### config.mk
export PLATFORM = sky130hd
export DESIGN_NAME = semi_auto_nav_fsm_flat
export DESIGN_NICKNAME = d
export VERILOG_FILES = /design/src/rtl/semi_auto_nav_fsm_if.sv /design/src/rtl/semi_auto_nav_fsm.sv /design/src/flat_wrapper.sv
export SDC_FILE = /design/constraint.sdc
export NUM_CORES = 1
export LEC_CHECK = 0
export CAP_MARGIN = 20
export CORE_MARGIN = 3
export CORE_UTILIZATION = 53
export CTS_CLUSTER_SIZE = 12
export DETAILED_ROUTE_END_ITERATION = 6
export GPL_TIMING_DRIVEN = 1
export HOLD_SLACK_MARGIN = 0.08
export PLACE_DENSITY = 0.84
export SLEW_MARGIN = 20
export SYNTH_ARGS = -nofsm -noshare
export SYNTH_HDL_FRONTEND = slang
export SYNTH_SLANG_ARGS = --single-unit
### constraint.sdc
create_clock -name clk -period 2.03 [get_ports clk]
set_input_delay 0.203 -clock clk [delete_from_list [all_inputs] [get_ports clk]]
set_output_delay 0.203 -clock clk [all_outputs]
set_load 0.03 [all_outputs]
### src/rtl/semi_auto_nav_fsm_if.sv
// Command/detector/motor bundle for the semi-automatic navigation controller.
//   slave  : the controller (consumes detectors + commands, drives motion/status)
//   master : the front-end / motor side (drives detectors + commands)
// Signals:
//   front/left/right_detector        raw wall sensors, 1 = wall present
//   go_straight/turn_left/turn_right/u_turn_command  level commands
//   move_forward/turn_left/turn_right_signal          motor drive
//   state[2:0], busy, done_pulse                      status
interface semi_auto_nav_fsm_if;
  logic       front_detector;
  logic       left_detector;
  logic       right_detector;
  logic       go_straight_command;
  logic       turn_left_command;
  logic       turn_right_command;
  logic       u_turn_command;
  logic       move_forward_signal;
  logic       turn_left_signal;
  logic       turn_right_signal;
  logic [2:0] state;
  logic       busy;
  logic       done_pulse;

  modport slave (
    input  front_detector, left_detector, right_detector,
    input  go_straight_command, turn_left_command, turn_right_command, u_turn_command,
    output move_forward_signal, turn_left_signal, turn_right_signal,
    output state, busy, done_pulse
  );

  modport master (
    output front_detector, left_detector, right_detector,
    output go_straight_command, turn_left_command, turn_right_command, u_turn_command,
    input  move_forward_signal, turn_left_signal, turn_right_signal,
    input  state, busy, done_pulse
  );
endinterface

### src/rtl/semi_auto_nav_fsm.sv
// Semi-automatic driving controller.
// Accepts a one-hot command in WAIT, runs a timed turn / U-turn, a forced
// forward settle phase, then drives forward while the debounced detectors
// report a corridor (front clear, walls left and right).
// Ports:
//   clk  system clock
//   rst  asynchronous active-low reset
//   bus  semi_auto_nav_fsm_if.slave (detectors, commands, motion, status)
module semi_auto_nav_fsm #(
  parameter int TURN_CYCLES     = 1_000_000,
  parameter int SETTLE_CYCLES   = 500_000,
  parameter int DEBOUNCE_CYCLES = 16,
  parameter int CNT_W           = 32
) (
  input  logic                 clk,
  input  logic                 rst,
  semi_auto_nav_fsm_if.slave   bus
);

  typedef enum logic [2:0] {
    WAIT   = 3'b000,
    MOVE   = 3'b001,
    SETTLE = 3'b010,
    TURN_L = 3'b011,
    TURN_R = 3'b100,
    U_TURN = 3'b101
  } state_t;

  localparam int DB_W = (DEBOUNCE_CYCLES > 1) ? $clog2(DEBOUNCE_CYCLES) : 1;
  localparam logic [DB_W-1:0]  DB_LAST     = DB_W'(DEBOUNCE_CYCLES - 1);
  localparam logic [CNT_W-1:0] TURN_LAST   = CNT_W'(TURN_CYCLES - 1);
  localparam logic [CNT_W-1:0] UTURN_LAST  = CNT_W'(2 * TURN_CYCLES - 1);
  localparam logic [CNT_W-1:0] SETTLE_LAST = CNT_W'(SETTLE_CYCLES - 1);
  localparam logic [2:0]       CORRIDOR    = 3'b011;

  // ---------------- detector debounce, {front, left, right} ----------------
  logic [2:0] raw, filt;
  assign raw = {bus.front_detector, bus.left_detector, bus.right_detector};

  for (genvar g = 0; g < 3; g++) begin : g_db
    logic [DB_W-1:0] cnt;
    logic            f;
    // The counter counts consecutive samples that disagree with the filtered
    // bit; any agreeing sample restarts the run.
    always_ff @(posedge clk or negedge rst) begin
      if (!rst) begin
        cnt <= '0;
        f   <= 1'b0;
      end else if (raw[g] == f) begin
        cnt <= '0;
      end else if (cnt == DB_LAST) begin
        cnt <= '0;
        f   <= raw[g];
      end else begin
        cnt <= cnt + DB_W'(1);
      end
    end
    assign filt[g] = f;
  end

  // ---------------- control FSM ----------------
  state_t           state_q, state_d;
  logic [CNT_W-1:0] cnt_q, cnt_d;
  logic             done_q, done_d;
  logic [3:0]       cmd;

  assign cmd = {bus.go_straight_command, bus.turn_left_command,
                bus.turn_right_command, bus.u_turn_command};

  always_ff @(posedge clk or negedge rst) begin
    if (!rst) begin
      state_q <= WAIT;
      cnt_q   <= '0;
      done_q  <= 1'b0;
    end else begin
      state_q <= state_d;
      cnt_q   <= cnt_d;
      done_q  <= done_d;
    end
  end

  always_comb begin
    state_d = state_q;
    cnt_d   = cnt_q + CNT_W'(1);
    done_d  = 1'b0;
    case (state_q)
      WAIT: begin
        cnt_d = '0;
        // Only an exactly-one-hot command is accepted.
        case (cmd)
          4'b1000: state_d = SETTLE;
          4'b0100: state_d = TURN_L;
          4'b0010: state_d = TURN_R;
          4'b0001: state_d = U_TURN;
          default: state_d = WAIT;
        endcase
      end
      TURN_L, TURN_R: begin
        if (cnt_q == TURN_LAST) begin
          state_d = SETTLE;
          cnt_d   = '0;
        end
      end
      U_TURN: begin
        if (cnt_q == UTURN_LAST) begin
          state_d = SETTLE;
          cnt_d   = '0;
        end
      end
      SETTLE: begin
        if (cnt_q == SETTLE_LAST) begin
          state_d = MOVE;
          cnt_d   = '0;
        end
      end
      MOVE: begin
        cnt_d = '0;
        if (filt != CORRIDOR) begin
          state_d = WAIT;
          done_d  = 1'b1;
        end
      end
      default: begin
        // unused codes recover to WAIT
        state_d = WAIT;
        cnt_d   = '0;
      end
    endcase
  end

  // ---------------- Moore outputs ----------------
  assign bus.state               = state_q;
  assign bus.busy                = (state_q != WAIT);
  assign bus.done_pulse          = done_q;
  assign bus.move_forward_signal = (state_q == MOVE) || (state_q == SETTLE);
  assign bus.turn_left_signal    = (state_q == TURN_L);
  assign bus.turn_right_signal   = (state_q == TURN_R) || (state_q == U_TURN);

endmodule

### src/flat_wrapper.sv
// flat-port wrapper written by rule: the top's interface ports become plain ports
module semi_auto_nav_fsm_flat 
#(
  parameter int TURN_CYCLES     = 1_000_000,
  parameter int SETTLE_CYCLES   = 500_000,
  parameter int DEBOUNCE_CYCLES = 16,
  parameter int CNT_W           = 32
)
  (clk, rst, bus_front_detector, bus_left_detector, bus_right_detector, bus_go_straight_command, bus_turn_left_command, bus_turn_right_command, bus_u_turn_command, bus_move_forward_signal, bus_turn_left_signal, bus_turn_right_signal, bus_state, bus_busy, bus_done_pulse);
  semi_auto_nav_fsm_if bus_i ();
  input  logic clk;
  input  logic rst;
  input wire logic [$bits(bus_i.front_detector)-1:0] bus_front_detector;
  input wire logic [$bits(bus_i.left_detector)-1:0] bus_left_detector;
  input wire logic [$bits(bus_i.right_detector)-1:0] bus_right_detector;
  input wire logic [$bits(bus_i.go_straight_command)-1:0] bus_go_straight_command;
  input wire logic [$bits(bus_i.turn_left_command)-1:0] bus_turn_left_command;
  input wire logic [$bits(bus_i.turn_right_command)-1:0] bus_turn_right_command;
  input wire logic [$bits(bus_i.u_turn_command)-1:0] bus_u_turn_command;
  output wire logic [$bits(bus_i.move_forward_signal)-1:0] bus_move_forward_signal;
  output wire logic [$bits(bus_i.turn_left_signal)-1:0] bus_turn_left_signal;
  output wire logic [$bits(bus_i.turn_right_signal)-1:0] bus_turn_right_signal;
  output wire logic [$bits(bus_i.state)-1:0] bus_state;
  output wire logic [$bits(bus_i.busy)-1:0] bus_busy;
  output wire logic [$bits(bus_i.done_pulse)-1:0] bus_done_pulse;
  assign bus_i.front_detector = bus_front_detector;
  assign bus_i.left_detector = bus_left_detector;
  assign bus_i.right_detector = bus_right_detector;
  assign bus_i.go_straight_command = bus_go_straight_command;
  assign bus_i.turn_left_command = bus_turn_left_command;
  assign bus_i.turn_right_command = bus_turn_right_command;
  assign bus_i.u_turn_command = bus_u_turn_command;
  assign bus_move_forward_signal = bus_i.move_forward_signal;
  assign bus_turn_left_signal = bus_i.turn_left_signal;
  assign bus_turn_right_signal = bus_i.turn_right_signal;
  assign bus_state = bus_i.state;
  assign bus_busy = bus_i.busy;
  assign bus_done_pulse = bus_i.done_pulse;
  semi_auto_nav_fsm #(.TURN_CYCLES(TURN_CYCLES), .SETTLE_CYCLES(SETTLE_CYCLES), .DEBOUNCE_CYCLES(DEBOUNCE_CYCLES), .CNT_W(CNT_W)) u_core (.clk(clk), .rst(rst), .bus(bus_i));
endmodule
==> flow_summary.html <==
<table>
<tr><th>Metric</th><th>Value</th></tr>
<tr><th colspan="2">STA</th></tr>
<tr><td>Actual transition at the worst max-transition pin</td><td>~0.34 ns</td></tr>
<tr><td>Final max-slew violation count</td><td>0</td></tr>
<tr><td>Number of endpoints failing setup at the final stage</td><td>0</td></tr>
<tr><td>Setup TNS after final layout</td><td>0 ns</td></tr>
<tr><td>Number of hold-slack violations in the final timing report</td><td>0</td></tr>
<tr><td>Tightest slew margin relative to the limit</td><td>0.771</td></tr>
<tr><td>Tightest hold margin</td><td>approximately 0.42 ns</td></tr>
<tr><td>Worst clock skew</td><td>approximately 0.0064 ns</td></tr>
<tr><td>Final critical-path required period</td><td>~2.0 ns</td></tr>
<tr><td>Max Fclk</td><td>between 500 and 600 MHz</td></tr>
<tr><td>Final worst path period share</td><td>0.968</td></tr>
<tr><td>Final worst slack</td><td>0.0648 ns</td></tr>
<tr><th colspan="2">Clock tree</th></tr>
<tr><td>Clk buf depth</td><td>2</td></tr>
<tr><td>Clock Root Buffer</td><td>clkbuf_8</td></tr>
<tr><td>CTS tree</td><td>yes</td></tr>
<tr><td>Clock transition at the registers of the reported paths</td><td>0.08 ns</td></tr>
<tr><td>Deepest level of the CTS H-tree</td><td>2</td></tr>
<tr><td>Number of CTS-inserted buffers</td><td>5</td></tr>
<tr><td>Setup fix buffers added after clock tree synthesis</td><td>0</td></tr>
<tr><td>Clock sink count</td><td>51</td></tr>
<tr><td>Worst-Skew Late Latency</td><td>~0.30 ns</td></tr>
<tr><th colspan="2">Logic synthesis</th></tr>
<tr><td>Synthesized area per cell</td><td>about 10 sq um</td></tr>
<tr><td>Fraction of synthesis flops using an asynchronous set or reset pin</td><td>1.00</td></tr>
<tr><td>Proportion of netlist area held by the largest area contributor</td><td>0.457</td></tr>
<tr><td>Mapped Nets</td><td>between 200 and 300</td></tr>
<tr><td>Most used standard cell by instance count after synthesis</td><td>dfrtp_1</td></tr>
<tr><td>Largest area contributor in the netlist</td><td>dfrtp_1</td></tr>
<tr><td>Top cells by count, synth</td><td>dfrtp_1 (51), a21oi_1 (36), xnor2_1 (21), nand2_1 (19), nand3_1 (16)</td></tr>
<tr><td>Main synth FF type</td><td>dfrtp_1</td></tr>
<tr><td>Seq/Total Area, Yosys</td><td>0.457</td></tr>
<tr><td>Distinct cell type count of the synthesized netlist</td><td>50</td></tr>
<tr><td>Ranking of synthesized cells by area</td><td>dfrtp_1 (46%), xnor2_1 (6.6%), a21oi_1 (6.4%), xor2_1 (4.7%), nand3_1 (2.9%)</td></tr>
<tr><td>Number of flops mapped to enable cells by yosys</td><td>0</td></tr>
<tr><td>Cells after synthesis</td><td>286</td></tr>
<tr><td>Netlist area before placement</td><td>roughly 2800 sq um</td></tr>
<tr><td>Count of yosys warnings during synthesis</td><td>0</td></tr>
<tr><td>Synthesized flop and latch total</td><td>51</td></tr>
<tr><th colspan="2">GRT</th></tr>
<tr><td>GRT Util Overall</td><td>0.216</td></tr>
<tr><td>Most heavily used metal layer in global routing</td><td>met2</td></tr>
<tr><td>Global-route met2 utilization</td><td>0.347</td></tr>
<tr><td>Met3 Resource Use GR</td><td>0.0298</td></tr>
<tr><td>Number of global-route vias before repair</td><td>~2300</td></tr>
<tr><td>Largest net degree at the start of global routing</td><td>52</td></tr>
<tr><td>Grt total ovfl</td><td>0</td></tr>
<tr><td>Initial antenna violation count</td><td>0</td></tr>
<tr><td>Met1 routing resource usage after global routing</td><td>0.284</td></tr>
<tr><td>First-pass GRT wire length</td><td>roughly 11000 microns</td></tr>
<tr><th colspan="2">Drt</th></tr>
<tr><td>Detailed-router iteration count before antenna repair</td><td>4</td></tr>
<tr><td>Vias per std cell</td><td>approximately 6.0</td></tr>
<tr><td>Vias</td><td>around 2300</td></tr>
<tr><td>Antenna-violating nets left</td><td>0</td></tr>
<tr><td>Per-cell routed wire length</td><td>16.2 microns</td></tr>
<tr><td>Number of design rule violations left after detail routing</td><td>0</td></tr>
<tr><td>Count of routing violations after the opening detailed-route iteration</td><td>a little over 300</td></tr>
<tr><td>Total wire length</td><td>around 6300 microns</td></tr>
<tr><th colspan="2">Cells and area</th></tr>
<tr><td>Area overhead of the layout relative to synthesis</td><td>18.0%</td></tr>
<tr><td>Number of diodes added for antenna fixing</td><td>0</td></tr>
<tr><td># nets final</td><td>around 330</td></tr>
<tr><td>Fill cells</td><td>363</td></tr>
<tr><td>Layout cell share with drive strength beyond 1</td><td>0.150</td></tr>
<tr><td>Sequential cell area</td><td>1280 sq um</td></tr>
<tr><td>Area of the multi-input gates</td><td>around 1500 sq um</td></tr>
<tr><td>Post-Layout Inst Area</td><td>between 3000 and 4000 sq um</td></tr>
<tr><th colspan="2">Floorplanning</th></tr>
<tr><td>Placeable Area</td><td>slightly below 5000 sq um</td></tr>
<tr><td>Die footprint</td><td>6180 sq um</td></tr>
<tr><td>Number of I/O pins</td><td>17</td></tr>
<tr><td>Overall die height</td><td>~79 microns</td></tr>
<tr><td>Effective utilization at floorplan</td><td>0.569</td></tr>
<tr><td>Cell Rows</td><td>25</td></tr>
<tr><td>Die boundary width</td><td>slightly below 80 microns</td></tr>
<tr><th colspan="2">Place</th></tr>
<tr><td>Placer's final routability congestion estimate</td><td>roughly 0.85</td></tr>
<tr><td>Dpl hpwl</td><td>around 4300 microns</td></tr>
<tr><td>Worst slack at placement</td><td>around 0.042 ns</td></tr>
<tr><td>Area of placed instances</td><td>between 3000 and 4000 sq um</td></tr>
<tr><td>Number of port buffers</td><td>16</td></tr>
<tr><th colspan="2">Critical path</th></tr>
<tr><td>Arrival time of the worst setup path</td><td>around 2.1 ns</td></tr>
<tr><td>Buffers &amp; Inverters on Critical Path</td><td>1</td></tr>
<tr><td>Crit path capture type</td><td>flip-flop</td></tr>
<tr><td>Launch point of the worst path</td><td>u_core.cnt_q[1]</td></tr>
<tr><td>Cells along the critical path</td><td>ha_2, nand4_1, or4_4, o2bb2ai_2, and3_4, buf_12, a22oi_1</td></tr>
<tr><td>Crit-path max FO</td><td>24</td></tr>
<tr><td>Class of the most critical setup path</td><td>flip-flop to flip-flop</td></tr>
<tr><td>Worst flop-to-flop path startpoint</td><td>u_core.cnt_q[1]</td></tr>
<tr><td>Startpoint Class</td><td>flip-flop</td></tr>
<tr><td>Delay contributed by the slowest stage of the critical path</td><td>around 0.45 ns</td></tr>
<tr><td>Slowest-stage cell, CP</td><td>or4_4</td></tr>
<tr><td>Critical Path RT</td><td>2.21 ns</td></tr>
<tr><td>Kind of cell with the highest combined delay on the critical path</td><td>simple AND/OR/NAND/NOR gates</td></tr>
<tr><th colspan="2">Hold path</th></tr>
<tr><td>Tightest Hold Check Type</td><td>input port to asynchronous set/reset pin</td></tr>
<tr><th colspan="2">Power and ir drop</th></tr>
<tr><td>Pwr per Cell Area</td><td>approximately 530 nW/um^2</td></tr>
<tr><td>Overall power of the completed layout</td><td>approximately 1.7 mW</td></tr>
<tr><td>VDD IR max</td><td>between 200 and 300 uV</td></tr>
<tr><td>Leak pwr</td><td>around 1.4 nW</td></tr>
<tr><th colspan="2">Status</th></tr>
<tr><td>Status</td><td>finished clean</td></tr>
<tr><th colspan="2">Run</th></tr>
<tr><td>Max-cap violation count</td><td>0</td></tr>
</table>
## cells by family (layout without fill, tap and decap cells)
| kind of cell | after synthesis | after routing | share of synthesized area |
|---|---|---|---|
| AO/OA/AOI/OAI | 57 | 57 | 0.123 |
| XOR/XNOR | 36 | 36 | 0.113 |
| adder cells (fa/ha/maj) | 4 | 4 | 0.0179 |
| buffers and inverters | 17 | 51 | 0.0313 |
| flip-flops | 51 | 51 | 0.457 |
| multiplexers | 3 | 3 | 0.0121 |
| AND/OR/NAND/NOR | 118 | 118 | 0.246 |
## report_power, final
group | internal, mW | switching, mW
logic | 0.0617 | 0.0607
registers | 1.05 | 0.0336
clock network | 0.231 | 0.305
total | 1.34 | 0.400
## worst register-to-register path, delay by kind of cell, from the launching register on
kind / cells / cell delay [ns]
simple gates: 3 / 0.81
flops: 1 / 0.38
compound gates: 2 / 0.28
fa+ha+maj: 1 / 0.22
buf+inv: 1 / 0.16
## metal layers
layer	share of wire	vias to the layer above
met5	0	-
met4	0.019	0
met3	0.046	12
met2	0.48	79
met1	0.45	1114
li1	-	1113
## metrics by stage
step / util / instances
floorplan: - / 286
global placement: 0.647 / 380
detailed placement: 0.647 / 380
CTS: 0.664 / 387
global route: 0.671 / 387
finish: 0.671 / 387
## sequential cells by signal, indices dropped and copies added, names as in the netlist
register	flops
u_core.g_db.cnt	12
u_core.cnt_q	32
u_core.bus.done_pulse	1
u_core.bus.state	3
u_core.g_db.f	3
## worst paths after layout
path                                         endpoint  slack [ns]  cells past startpoint
worst max-delay path                 u_core.cnt_q[31]        0.06                      7
worst min-delay path                  u_core.cnt_q[7]        0.42                      3
worst max register to register       u_core.cnt_q[31]        0.06                      7
worst min register to register  u_core.g_db[1].cnt[0]        0.51                      1
max in group asynchronous         u_core.bus.state[1]        1.39                      3
min in group clk                u_core.g_db[1].cnt[0]        0.51                      1
## final cells by class
cell class	count	area share
Tap cell	67	0.0254
Timing Repair Buffer	41	0.117
Sequential cell	51	0.388
Clock buffer	6	0.0220
Multi-Input combinational cell	218	0.443
Inverter	4	0.00456
## layout by cell type (no fill, tap or decap), types with 4 or more instances in the layout
master            n
nor3b_1           4
nor3_1           10
buf_4            21
nand2_1          19
nand3_1          16
nor2_1           13
dfrtp_1          50
nand4b_1          4
clkdlybuf4s50_1  12
xnor2_1          21
xor2_1           15
and3_1            7
or3_1             5
a21oi_1          36
o21ai_0           5
nand4_1          12
clkbuf_8          5
## repair_timing
item	4_1_cts	5_1_grt
hold endpoints to repair	51	0
setup endpoints to repair	1	35
gates resized for setup	1	10
pin swaps	0	1
hold buffers	1	0
Power figures use the tool's default switching activity.
